## config.mk

```make
export PLATFORM = sky130hd
export DESIGN_NAME = hit_scorer_flat
export DESIGN_NICKNAME = d
export VERILOG_FILES = /design/src/rtl/hit_scorer_pkg.sv /design/src/rtl/hit_scorer_if.sv /design/src/rtl/hit_scorer_sat_add.sv /design/src/rtl/hit_scorer.sv /design/src/flat_wrapper.sv
export SDC_FILE = /design/constraint.sdc
export NUM_CORES = 1
export LEC_CHECK = 0
export BUFFER_PORTS_ARGS = -buffer_cell sky130_fd_sc_hd__buf_4
export CAP_MARGIN = 20
export CORE_ASPECT_RATIO = 2
export CORE_MARGIN = 3
export CORE_UTILIZATION = 30
export DETAILED_ROUTE_END_ITERATION = 8
export MAX_ROUTING_LAYER = met4
export PLACE_DENSITY = 0.52
export SLEW_MARGIN = 15
export SYNTH_ARGS = -nofsm -noshare
export SYNTH_HDL_FRONTEND = slang
export SYNTH_SLANG_ARGS = --single-unit
```

## constraint.sdc

```tcl
create_clock -name clk -period 2.5 [get_ports clk]
set_input_delay 0.125 -clock clk [delete_from_list [all_inputs] [get_ports clk]]
set_output_delay 0.125 -clock clk [all_outputs]
set_load 0.005 [all_outputs]
```

## src/rtl/hit_scorer_pkg.sv

```systemverilog
// hit_scorer shared types and constants.
// State encoding, position count and game constants.
package hit_scorer_pkg;

  typedef enum logic [2:0] {
    S_IDLE,
    S_ARMED,
    S_WINDOW,
    S_JUDGED,
    S_DONE
  } state_e;

  localparam int NUM_POS_DEF = 9;

  localparam int PTS_NORMAL   = 25;
  localparam int PTS_EXTENDED = 50;

  localparam int WEIGHT_W = 4;

  function automatic logic [WEIGHT_W-1:0] nz_weight(
    input logic [WEIGHT_W-1:0] v
  );
    return (v == '0) ? WEIGHT_W'(1) : v;
  endfunction

endpackage

```

## src/rtl/hit_scorer_if.sv

```systemverilog
// hit_scorer game bus.
// Settings, light/key inputs and score outputs.
interface hit_scorer_if #(
  parameter int POS_W   = 4,
  parameter int SCORE_W = 8,
  parameter int ROUND_W = 6
);

  logic               start;
  logic               deathmatch;
  logic [ROUND_W-1:0] target_rounds;
  logic [3:0]         weight;
  logic               light_on;
  logic [POS_W-1:0]   light_pos;
  logic               key_valid;
  logic [POS_W-1:0]   key_pos;

  logic [SCORE_W-1:0] score;
  logic [ROUND_W-1:0] hits;
  logic [ROUND_W-1:0] misses;
  logic [ROUND_W-1:0] rounds;
  logic               hit_pulse;
  logic               miss_pulse;
  logic               busy;
  logic               game_over;

  modport master (
    output start,
    output deathmatch,
    output target_rounds,
    output weight,
    output light_on,
    output light_pos,
    output key_valid,
    output key_pos,
    input  score,
    input  hits,
    input  misses,
    input  rounds,
    input  hit_pulse,
    input  miss_pulse,
    input  busy,
    input  game_over
  );

  modport slave (
    input  start,
    input  deathmatch,
    input  target_rounds,
    input  weight,
    input  light_on,
    input  light_pos,
    input  key_valid,
    input  key_pos,
    output score,
    output hits,
    output misses,
    output rounds,
    output hit_pulse,
    output miss_pulse,
    output busy,
    output game_over
  );

endinterface

```

## src/rtl/hit_scorer_sat_add.sv

```systemverilog
// Saturating unsigned adder.
// Clamps to all-ones instead of wrapping.
module sat_add #(
  parameter int A_W = 8,
  parameter int B_W = 4
) (
  input  logic [A_W-1:0] a_i,
  input  logic [B_W-1:0] b_i,
  output logic [A_W-1:0] sum_o
);

  logic [A_W:0] full;

  // Extra carry bit flags overflow.
  always_comb begin
    full  = {1'b0, a_i} + (A_W+1)'(b_i);
    sum_o = full[A_W] ? '1 : full[A_W-1:0];
  end

endmodule

```

## src/rtl/hit_scorer.sv

```systemverilog
// Whack-a-mole round judge.
// Pairs light windows with key presses and keeps score.
module hit_scorer
  import hit_scorer_pkg::*;
#(
  parameter int POS_W   = 4,
  parameter int NUM_POS = NUM_POS_DEF,
  parameter int SCORE_W = 8,
  parameter int ROUND_W = 6
) (
  input logic       clk,
  input logic       resetn,
  hit_scorer_if.slave bus
);

  localparam logic [POS_W:0] NUM_POS_L = (POS_W+1)'(NUM_POS);

  state_e             state_q;
  logic               light_q;
  logic               dm_q;
  logic [ROUND_W-1:0] target_q;
  logic [3:0]         weight_q;
  logic [SCORE_W-1:0] score_q;
  logic [ROUND_W-1:0] hits_q;
  logic [ROUND_W-1:0] misses_q;
  logic [ROUND_W-1:0] rounds_q;
  logic               round_miss_q;
  logic               hit_pulse_q;
  logic               miss_pulse_q;
  logic               busy_q;
  logic               game_over_q;

  logic               rise;
  logic               fall;
  logic               key_hit;
  logic               end_miss;
  logic               last_round;
  logic [ROUND_W-1:0] rounds_d;
  logic [ROUND_W-1:0] hits_d;
  logic [ROUND_W-1:0] misses_d;
  logic [ROUND_W-1:0] target_d;
  logic [3:0]         weight_d;
  logic [SCORE_W-1:0] score_d;

  sat_add #(
    .A_W (SCORE_W),
    .B_W (4)
  ) u_sat_add (
    .a_i   (score_q),
    .b_i   (weight_q),
    .sum_o (score_d)
  );

  // Edge detect, judge decode and round-end decision.
  always_comb begin
    rise     = bus.light_on & ~light_q;
    fall     = ~bus.light_on & light_q;
    key_hit  = (bus.key_pos == bus.light_pos) &&
               ({1'b0, bus.key_pos} < NUM_POS_L);
    rounds_d = rounds_q + ROUND_W'(1);
    hits_d   = hits_q + ROUND_W'(1);
    misses_d = misses_q + ROUND_W'(1);
    end_miss = (state_q == S_WINDOW) | round_miss_q;
    last_round = (rounds_d == target_q) | (dm_q & end_miss);
    target_d = (bus.target_rounds == '0) ? ROUND_W'(1)
                                         : bus.target_rounds;
    weight_d = nz_weight(bus.weight);
  end

  // Game FSM with counters and registered strobes.
  always_ff @(posedge clk or negedge resetn) begin
    if (!resetn) begin
      state_q      <= S_IDLE;
      light_q      <= 1'b0;
      dm_q         <= 1'b0;
      target_q     <= '0;
      weight_q     <= '0;
      score_q      <= '0;
      hits_q       <= '0;
      misses_q     <= '0;
      rounds_q     <= '0;
      round_miss_q <= 1'b0;
      hit_pulse_q  <= 1'b0;
      miss_pulse_q <= 1'b0;
      busy_q       <= 1'b0;
      game_over_q  <= 1'b0;
    end else begin
      light_q      <= bus.light_on;
      hit_pulse_q  <= 1'b0;
      miss_pulse_q <= 1'b0;
      if (bus.start) begin
        state_q      <= S_ARMED;
        dm_q         <= bus.deathmatch;
        target_q     <= target_d;
        weight_q     <= weight_d;
        score_q      <= '0;
        hits_q       <= '0;
        misses_q     <= '0;
        rounds_q     <= '0;
        round_miss_q <= 1'b0;
        busy_q       <= 1'b1;
        game_over_q  <= 1'b0;
      end else begin
        unique case (state_q)
          S_ARMED: begin
            if (rise) begin
              state_q <= S_WINDOW;
            end
          end
          S_WINDOW: begin
            if (fall) begin
              misses_q     <= misses_d;
              miss_pulse_q <= 1'b1;
              rounds_q     <= rounds_d;
              if (last_round) begin
                state_q     <= S_DONE;
                busy_q      <= 1'b0;
                game_over_q <= 1'b1;
              end else begin
                state_q <= S_ARMED;
              end
            end else if (bus.key_valid) begin
              state_q <= S_JUDGED;
              if (key_hit) begin
                score_q      <= score_d;
                hits_q       <= hits_d;
                hit_pulse_q  <= 1'b1;
                round_miss_q <= 1'b0;
              end else begin
                misses_q     <= misses_d;
                miss_pulse_q <= 1'b1;
                round_miss_q <= 1'b1;
              end
            end
          end
          S_JUDGED: begin
            if (fall) begin
              rounds_q <= rounds_d;
              if (last_round) begin
                state_q     <= S_DONE;
                busy_q      <= 1'b0;
                game_over_q <= 1'b1;
              end else begin
                state_q <= S_ARMED;
              end
            end
          end
          default: begin
          end
        endcase
      end
    end
  end

  // Everything leaving the block is a flop.
  always_comb begin
    bus.score      = score_q;
    bus.hits       = hits_q;
    bus.misses     = misses_q;
    bus.rounds     = rounds_q;
    bus.hit_pulse  = hit_pulse_q;
    bus.miss_pulse = miss_pulse_q;
    bus.busy       = busy_q;
    bus.game_over  = game_over_q;
  end

endmodule
```

## src/flat_wrapper.sv

```systemverilog
// flat-port wrapper written by rule: the top's interface ports become plain ports
module hit_scorer_flat import hit_scorer_pkg::*;
#(
  parameter int POS_W   = 4,
  parameter int NUM_POS = NUM_POS_DEF,
  parameter int SCORE_W = 8,
  parameter int ROUND_W = 6
)
  (clk, resetn, bus_start, bus_deathmatch, bus_target_rounds, bus_weight, bus_light_on, bus_light_pos, bus_key_valid, bus_key_pos, bus_score, bus_hits, bus_misses, bus_rounds, bus_hit_pulse, bus_miss_pulse, bus_busy, bus_game_over);
  hit_scorer_if #(.POS_W(POS_W), .SCORE_W(SCORE_W), .ROUND_W(ROUND_W)) bus_i ();
  input logic clk;
  input logic resetn;
  input wire logic [$bits(bus_i.start)-1:0] bus_start;
  input wire logic [$bits(bus_i.deathmatch)-1:0] bus_deathmatch;
  input wire logic [$bits(bus_i.target_rounds)-1:0] bus_target_rounds;
  input wire logic [$bits(bus_i.weight)-1:0] bus_weight;
  input wire logic [$bits(bus_i.light_on)-1:0] bus_light_on;
  input wire logic [$bits(bus_i.light_pos)-1:0] bus_light_pos;
  input wire logic [$bits(bus_i.key_valid)-1:0] bus_key_valid;
  input wire logic [$bits(bus_i.key_pos)-1:0] bus_key_pos;
  output wire logic [$bits(bus_i.score)-1:0] bus_score;
  output wire logic [$bits(bus_i.hits)-1:0] bus_hits;
  output wire logic [$bits(bus_i.misses)-1:0] bus_misses;
  output wire logic [$bits(bus_i.rounds)-1:0] bus_rounds;
  output wire logic [$bits(bus_i.hit_pulse)-1:0] bus_hit_pulse;
  output wire logic [$bits(bus_i.miss_pulse)-1:0] bus_miss_pulse;
  output wire logic [$bits(bus_i.busy)-1:0] bus_busy;
  output wire logic [$bits(bus_i.game_over)-1:0] bus_game_over;
  assign bus_i.start = bus_start;
  assign bus_i.deathmatch = bus_deathmatch;
  assign bus_i.target_rounds = bus_target_rounds;
  assign bus_i.weight = bus_weight;
  assign bus_i.light_on = bus_light_on;
  assign bus_i.light_pos = bus_light_pos;
  assign bus_i.key_valid = bus_key_valid;
  assign bus_i.key_pos = bus_key_pos;
  assign bus_score = bus_i.score;
  assign bus_hits = bus_i.hits;
  assign bus_misses = bus_i.misses;
  assign bus_rounds = bus_i.rounds;
  assign bus_hit_pulse = bus_i.hit_pulse;
  assign bus_miss_pulse = bus_i.miss_pulse;
  assign bus_busy = bus_i.busy;
  assign bus_game_over = bus_i.game_over;
  hit_scorer #(.POS_W(POS_W), .NUM_POS(NUM_POS), .SCORE_W(SCORE_W), .ROUND_W(ROUND_W)) u_core (.clk(clk), .resetn(resetn), .bus(bus_i));
endmodule
```

==> impl_summary.md, run 1 <==
Setup path
The reg2reg setup slack is 0.32 ns. The endpoint required time on the critical path is 2.66 ns. The type of destination of the critical path is a flop. STA classifies the critical path startpoint as a flop.

The source of the critical timing path is u_core.bus.rounds[0]. Measured in cells, the most critical reg-to-reg path has a length of 5. The endpoint of the most critical setup path is u_core.state_q[0]. The startpoint identified for the worst register-to-register timing path is u_core.bus.rounds[0]. At the worst endpoint, the arrival time is 2.34 ns. The setup path with the least slack is of type reg2reg. The largest fanout of any net on the critical path is 5. In this run the critical register-to-register path is captured at u_core.state_q[0].

Synthesis
The flip-flop cell with the highest count after synthesis is dfrtp_1. After synthesis, the mean cell area works out to 10.0 sq um. The net count after synthesis is 285. Yosys mapped a number of flops with a built-in enable equal to 0. The number of distinct library cell variants in the gate-level netlist after synthesis is 50.

Counting flops with an async set or reset pin after synthesis yields a share of 1.00. After synthesis the netlist holds a flip-flop and latch count of 46. For this run, the register share of the synthesized area comes to 0.454. The cell area that synthesis handed to floorplanning was 2540 sq um. The number of instances in the synthesized netlist is 253. The Yosys step of the flow raised 0 warnings.

Final layout
The fill cell total of the finished layout is 828. The share of cells above drive strength 1 is 0.267. 0 antenna diodes ended up in the layout.

The finished cells cover 3210 sq um. The synthesis-to-layout area growth is 26.4%. The layout net count is 338.

STA
The clock arrives with 0.00391 ns of skew. In the finished design, the share of the clock period the worst path needs comes to 0.870. After routing, the total negative slack on setup checks comes to 0 ns.

For the pin with the worst max-slew slack, the measured transition is 0.615 ns. The final critical delay including setup and external delays is 2.18 ns. Setup violations remaining at the end of the flow were counted as 0.

The worst hold slack after final layout is 0.0617 ns. The number of failing hold endpoints at the final stage is 0. After layout, the worst setup slack is 0.325 ns.

The max-slew violation count is 0. Measured against its own limit, the worst slew margin works out to 0.590. Static timing analysis puts the maximum clock frequency at 0.460 GHz.

Setup repair after global routing left no endpoint under its margin.

Route
The average via count per standard cell is 5.06. The count of TritonRoute iterations in the first routing pass is 4. For this run, design rule violations remaining after detail routing come to 0.

The routed length per instance is 15.5 um. The total via count in the routed design is 2039. The number of DRC markers after the initial detailed-route iteration is 100. The count of antenna-violating nets left after detailed routing is 0. The total routed wirelength is 6250 um.

Power and ir drop
After layout, the design draws a total of 1690 uW. Power spread over the standard cell area amounts to 527 nW/um^2. The largest vdd supply drop is 0.000348 V. Summed over all cells, the static leakage comes to 0.00141 uW.

Global route
The maximum number of pins on one net before global-route repair is 56. The number of antenna violations at the first check in global routing is 0. The via count of the first global-routing pass came to 2130.

The total overflow left after global routing is 0. The first global-routing pass estimated 10400 um of wire. The global-route usage over all layers is 0.139.

Floorplan
The I/O pin count is 54. The initial utilization of the core area, before any placement, comes to 0.315. The floorplan step set the die width to 71.0 um. The area of the core is 8060 sq um.

The number of placement rows is 46. The die covers 9660 sq um. The die boundary height is 136 um.

Place
At the end of routability-driven placement, the weighted congestion stood at 0.810. The cell area after placement is 3030 sq um. The wire-length estimate of the detail-placed layout is 4680 um. The number of buffer cells added on primary ports is 53. Prior to clock tree synthesis, the placed netlist has a worst setup slack of 0.293 ns.

Worst hold path
Counting instances, the worst hold path has a depth of 3. The worst hold path belongs to the class in2reg.

CTS
The number of clock sinks is 46. The clock passes through at most 2 buffers. TritonCTS built the clock tree. The number of clock buffers inserted by TritonCTS is 5. The clock tree root buffer cell is clkbuf_16. The hold buffer count at cts is 2. The clock network latency to the later pin of the worst-skew pair is 0.28 ns. The count of buffers added by post-CTS timing repair for setup is 0. In this run the number of H-tree levels came out at 2. The clock-pin slew on the worst setup and hold paths is 0.06 ns. The number of gates given a new drive strength after cts is 0.

Run
The count of max-cap constraint violations is 0.

Run status
The flow ran to the end, and the final reports show no timing, DRC or antenna violations.
-- worst max-delay path, stage by stage (launching register included) --
cell and delay [ns]:
dfrtp_1 0.44, ha_1 0.35, xor2_1 0.16, a2111oi_0 0.40
o2111ai_1 0.28, a2111o_1 0.42
-- cell usage in the layout, fill, tap and decap left out, types with 2 or more instances in the layout --
cell type / n
a211oi_1: 3
a21oi_1: 10
a311oi_1: 6
and3b_1: 2
and4_1: 2
buf_4: 55
clkbuf_1: 2
clkbuf_16: 5
dfrtp_1: 46
dlygate4sd3_1: 2
ha_1: 7
inv_1: 10
mux2_2: 13
mux2i_1: 3
nand2_1: 7
nand2b_1: 6
nand3_1: 5
nand4_1: 6
nor2_1: 40
nor2b_1: 8
nor3_1: 6
nor4_1: 4
o21a_1: 3
o21ai_0: 8
o31a_1: 2
or3_1: 2
xnor2_1: 11
xor2_1: 9
-- per-layer routing --
layer,track usage,vias to the layer above,share of wire
met5,-,-,0
li1,-,1002,-
met3,0.0244,5,0.037
met2,0.263,41,0.58
met4,0.0439,0,0.014
met1,0.143,991,0.37
-- registers in the layout (all words and copies together), names as in the netlist, 3 cells and up --
register / cells
u_core.bus.misses: 6
u_core.state_q: 3
u_core.target_q: 6
u_core.bus.hits: 6
u_core.bus.score: 8
u_core.bus.rounds: 6
u_core.weight_q: 4
-- logic make-up after synthesis --
group / after synthesis / share of synthesized area
adder cells (fa/ha/maj): 8 / 0.0424
buffers and inverters: 21 / 0.0325
XOR/XNOR: 20 / 0.0690
flip-flops: 46 / 0.454
AO/OA/AOI/OAI: 46 / 0.133
AND/OR/NAND/NOR: 96 / 0.200
multiplexers: 16 / 0.0695
-- metrics by stage --
stage                     utilization  std cells
after floorplan                     -        253
after global placement          0.375        393
after detailed placement        0.375        393
after CTS                       0.398        403
after global routing            0.398        403
final                           0.398        403
-- Yosys cell counts, types with 2 or more instances --
library cell	n	share of area
nand4_1	6	0.015
or3_1	2	0.0049
a211oi_1	3	0.0089
and3b_1	2	0.0069
nor4_1	4	0.0099
buf_2	3	0.0059
nor2b_1	8	0.020
dfrtp_1	46	0.45
nand2_1	7	0.010
o31a_1	2	0.0069
xnor2_1	11	0.038
o21ai_0	8	0.016
nand2b_1	6	0.015
nand3_1	5	0.0099
mux2_2	13	0.058
nor2_1	40	0.059
inv_1	10	0.015
mux2i_1	3	0.012
clkbuf_1	6	0.0089
nor3_1	6	0.012
ha_1	7	0.035
and4_1	2	0.0069
a311oi_1	6	0.021
xor2_1	9	0.031
a21oi_1	10	0.020
buf_1	2	0.0030
o21a_1	3	0.0089
-- worst min path at each step --
stage / from / to / slack, ns
floorplan: resetn / u_core.bus.busy / -0.17
global placement: resetn / u_core.bus.hits[4] / 0.18
detailed placement: resetn / u_core.bus.hits[4] / 0.18
CTS: bus_target_rounds[2] / u_core.target_q[2] / 0.06
global route: bus_deathmatch / u_core.dm_q / 0.08
finish: bus_target_rounds[2] / u_core.target_q[2] / 0.06
-- final cells by class --
type                            count  area, sq um  share of cell area
Clock buffer                        7          133              0.0413
Multi-Input combinational cell    186         1300               0.406
Inverter                           10         37.5              0.0117
Sequential cell                    46         1150               0.359
Clock inverter                      1         30.0             0.00936
Tap cell                           96          120              0.0374
Timing Repair Buffer               57          433               0.135
-- power breakdown --
part | switching (uW) | total (uW) | internal (uW)
logic | 82.6 | 157 | 74.3
registers | 20.6 | 787 | 767
clock network | 275 | 748 | 473
No activity file was read; power rests on OpenSTA's default activity.
==> run 2, diff against run 1 <==
--- a/config.mk
+++ b/config.mk
@@ -11,6 +11,8 @@
 export CORE_MARGIN = 3
 export CORE_UTILIZATION = 30
 export DETAILED_ROUTE_END_ITERATION = 8
+export GPL_TIMING_DRIVEN = 0
+export HOLD_SLACK_MARGIN = 0.08
 export MAX_ROUTING_LAYER = met4
 export PLACE_DENSITY = 0.52
 export SLEW_MARGIN = 15
==> run 2 against run 1 <==
Compared with the run above: clock-buffer cell count unchanged; register-to-register slack worse by 0.20 ns; clock skew up 0.0053 ns; maximum frequency down 8.6%; sequential share of layout area down 0.85 points.
==> impl_summary.md, run 2 (synthesis gave the netlist of run 1 again) <==
STA
The tightest slew margin relative to the limit is 0.523 (-0.0663). The final worst-path cycle share is 0.952 (+0.0819). The number of failing hold endpoints at the final stage came to 0 (unchanged).

The summed negative setup slack over all endpoints came to 0 ns (unchanged). The slew of the pin with the lowest slew margin was 0.712 ns (+0.0968 ns). The final critical delay including setup and external delays was 2.38 ns (+0.205 ns). The setup-violating endpoint count in the final report is 0 (unchanged). The worst clock skew is 0.00925 ns (+0.00535 ns). The max-slew violation count came to 0 (unchanged). The worst path setup slack after routing is 0.120 ns (-0.205 ns). The maximum operating frequency is 0.420 GHz (-8.6%). The worst hold slack after final layout came to 0.0872 ns (+0.0255 ns). Setup repair after global routing left no endpoint under its margin.

Place
The number of buffer cells added on primary ports is 52 (-1.9%). The half-perimeter wire length after placement came to 4920 um (+5.2%). The worst slack after detailed placement came to 0.138 ns (-0.155 ns). The final weighted congestion in routability-driven placement was 0.808 (-0.22%).

Setup path
Traced cell by cell, the critical path runs through ha_1 > xor2_1 > a2111oi_0 > o2111ai_1 > a2111o_1. Tracing the worst setup path back leads to its startpoint at u_core.bus.rounds[0]. The element type at the critical path start is a flop. The reg2reg setup slack is 0.12 ns (-0.20 ns). The kind of cell with the highest combined delay along the critical path is compound AO/OA/AOI/OAI gates. The critical path is of the reg2reg type.

The slowest stage cell on the critical path is a2111o_1. In this run the critical register-to-register path is launched from u_core.bus.rounds[0]. The worst path arrival time is 2.55 ns (+0.21 ns). The largest fanout of any net on the critical path is 5 (unchanged).

The endpoint required time on the critical path is 2.67 ns (about the same). The length in cells of the worst reg-to-reg path is 5 (unchanged). The endpoint of the worst-slack reg-to-reg timing path is u_core.state_q[0].

The largest stage delay on the critical path is 0.46 ns (+0.02 ns). The buffer and inverter count on the worst path is 0 (unchanged). STA classifies the critical path endpoint as a flop.

Final layout
The total area of sequential cells is 1150 sq um (unchanged). The most frequent standard cell in the layout excluding fill and tap cells is buf_4. Relative to the synthesized area, the layout overhead comes to 29.5%.

The diode insertion count for antenna repair is 0 (unchanged). The share of cells above drive strength 1 is 0.258 (-0.00934). The fill cell total of the finished layout is 831 (+0.36%). The flip-flop count of the largest register, all copies and words added is 8 (unchanged).

The library cells used most frequently in the layout, excluding fill and tap cells, are buf_4, dfrtp_1, nor2_1, mux2_2, xnor2_1. The area used by multi-input combinational logic is 1300 sq um (unchanged). The layout net count is 353 (+4.4%).

Route
The total met2 wirelength after detailed routing is 3820 um (+5.0%). The total routed wirelength is 6690 um (+7.0%). The count of TritonRoute iterations in the first routing pass was 4 (unchanged). The number of DRC markers after the initial detailed-route iteration is 168 (+68%). The count of antenna-violating nets left after detailed routing is 0 (unchanged).

The routed wire length on met3 is 194 um (-16%). The average via count per standard cell is 5.12 (+1.1%). The highest metal layer with signal wires is met4. The total via count in the routed design came to 2139 (+4.9%). The post-route met1 wirelength is 2570 um (+12%). The routed length per instance is 16.0 um (+3.1%). The DRC violation count after routing is 0 (unchanged).

CTS
The number of gates given a new drive strength after cts is 0 (unchanged). The number of clock sinks is 46 (unchanged). The clock-pin slew on the worst setup and hold paths is 0.07 ns (about the same). The maximum level of the CTS H-tree is 2 (unchanged). The clock tree root buffer cell is clkbuf_16. The count of buffers added by post-CTS timing repair for setup is 0 (unchanged). The number of clock buffers inserted by TritonCTS is 5 (unchanged).

The hold buffer count at cts is 9 (+7). The maximum buffer depth of the clock tree is 2 (unchanged). The clock network latency to the later pin of the worst-skew pair is 0.29 ns (about the same). The TritonCTS clock tree is done.

Global route
The number of antenna violations at the first check in global routing was 0 (unchanged). The final global-route overflow total was 0 (unchanged). The global-route usage over all layers is 0.148 (+0.00885). The via count of the first global-routing pass is 2121 (-0.42%).

The first-pass GRT wire length is 10800 um (+3.6%). The maximum number of pins on one net before global-route repair is 47 (-16%).

Floorplan
The die width is 71.0 um (unchanged). The die boundary height came to 136 um (unchanged). The effective utilization at floorplan is 0.315 (unchanged).

The area of the core was 8060 sq um (unchanged). The number of placement rows came to 46 (unchanged). The I/O pin count is 54 (unchanged). The area enclosed by the die boundary is 9660 sq um (unchanged).

Run status
The run finished with clean final reports.

Power and ir drop
The leakage power is 0.00144 uW (+2.3%). The largest vdd supply drop is 0.000295 V (-15%). The areal power density over the cells was 497 nW/um^2 (-5.7%).

Worst hold path
The depth of the worst hold-timing path was 2 (-1). The worst hold path belongs to the class in2reg. The terminating pin of the worst hold path is u_core.weight_q[2]. The startpoint identified for the worst hold timing path is bus_weight[2].

Run
The count of max-cap constraint violations is 0 (unchanged).
==> run 2: cell count changes in the layout (fill, tap and decap cells not counted), sizes merged <==
cell / before / now
dlygate4sd3: 2 / 9
clkbuf: 7 / 13
buf: 55 / 57
bufinv: 1 / 0
clkinv: 0 / 1
==> run 2: how the worst max path moves through the flow <==
stage,endpoint,slack (ns),cells past startpoint
final,u_core.state_q[0],0.12,5
after global routing,u_core.state_q[0],0.02,5
after CTS,u_core.state_q[0],0.12,5
after detailed placement,u_core.state_q[0],0.14,5
after global placement,u_core.state_q[0],0.11,5
after floorplan,u_core.state_q[0],0.51,5
==> run 2: stage by stage <==
stage / cell area (sq um) / utilization / std cells / total power, uW
6_report: 3290 / 0.408 / 418 / 1630
5_1_grt: 3290 / 0.408 / 418 / 1710
4_1_cts: 3290 / 0.408 / 418 / 1670
2_1_floorplan: 2540 / - / 253 / 882
3_3_place_gp: 3050 / 0.378 / 401 / 960
3_5_place_dp: 3050 / 0.378 / 401 / 962
==> run 2: power by group <==
part	internal (uW)	switching, uW	total, uW
registers	766	20.1	787
clock network	397	281	678
logic	82.0	87.1	169
==> run 2: cell type report <==
cell class / instances / share of cell area
buffer: 11 / 0.0137
clock inverter: 1 / 0.00152
tap: 96 / 0.0366
sequential: 46 / 0.350
timing repair buffer: 61 / 0.146
inverter: 10 / 0.0114
clock buffer: 7 / 0.0434
multi-input combinational: 186 / 0.397
==> run 2: metal layers <==
metal,track usage,vias to the layer above
li1,-,1033
met1,0.155,1066
met2,0.277,33
met3,0.0252,7
met4,0.0471,0
met5,-,-
==> run 2: worst reg2reg max path: stages, from the launching register on <==
cell	delay, ns
dfrtp_1	0.45
ha_1	0.36
xor2_1	0.17
a2111oi_0	0.44
o2111ai_1	0.38
a2111o_1	0.46
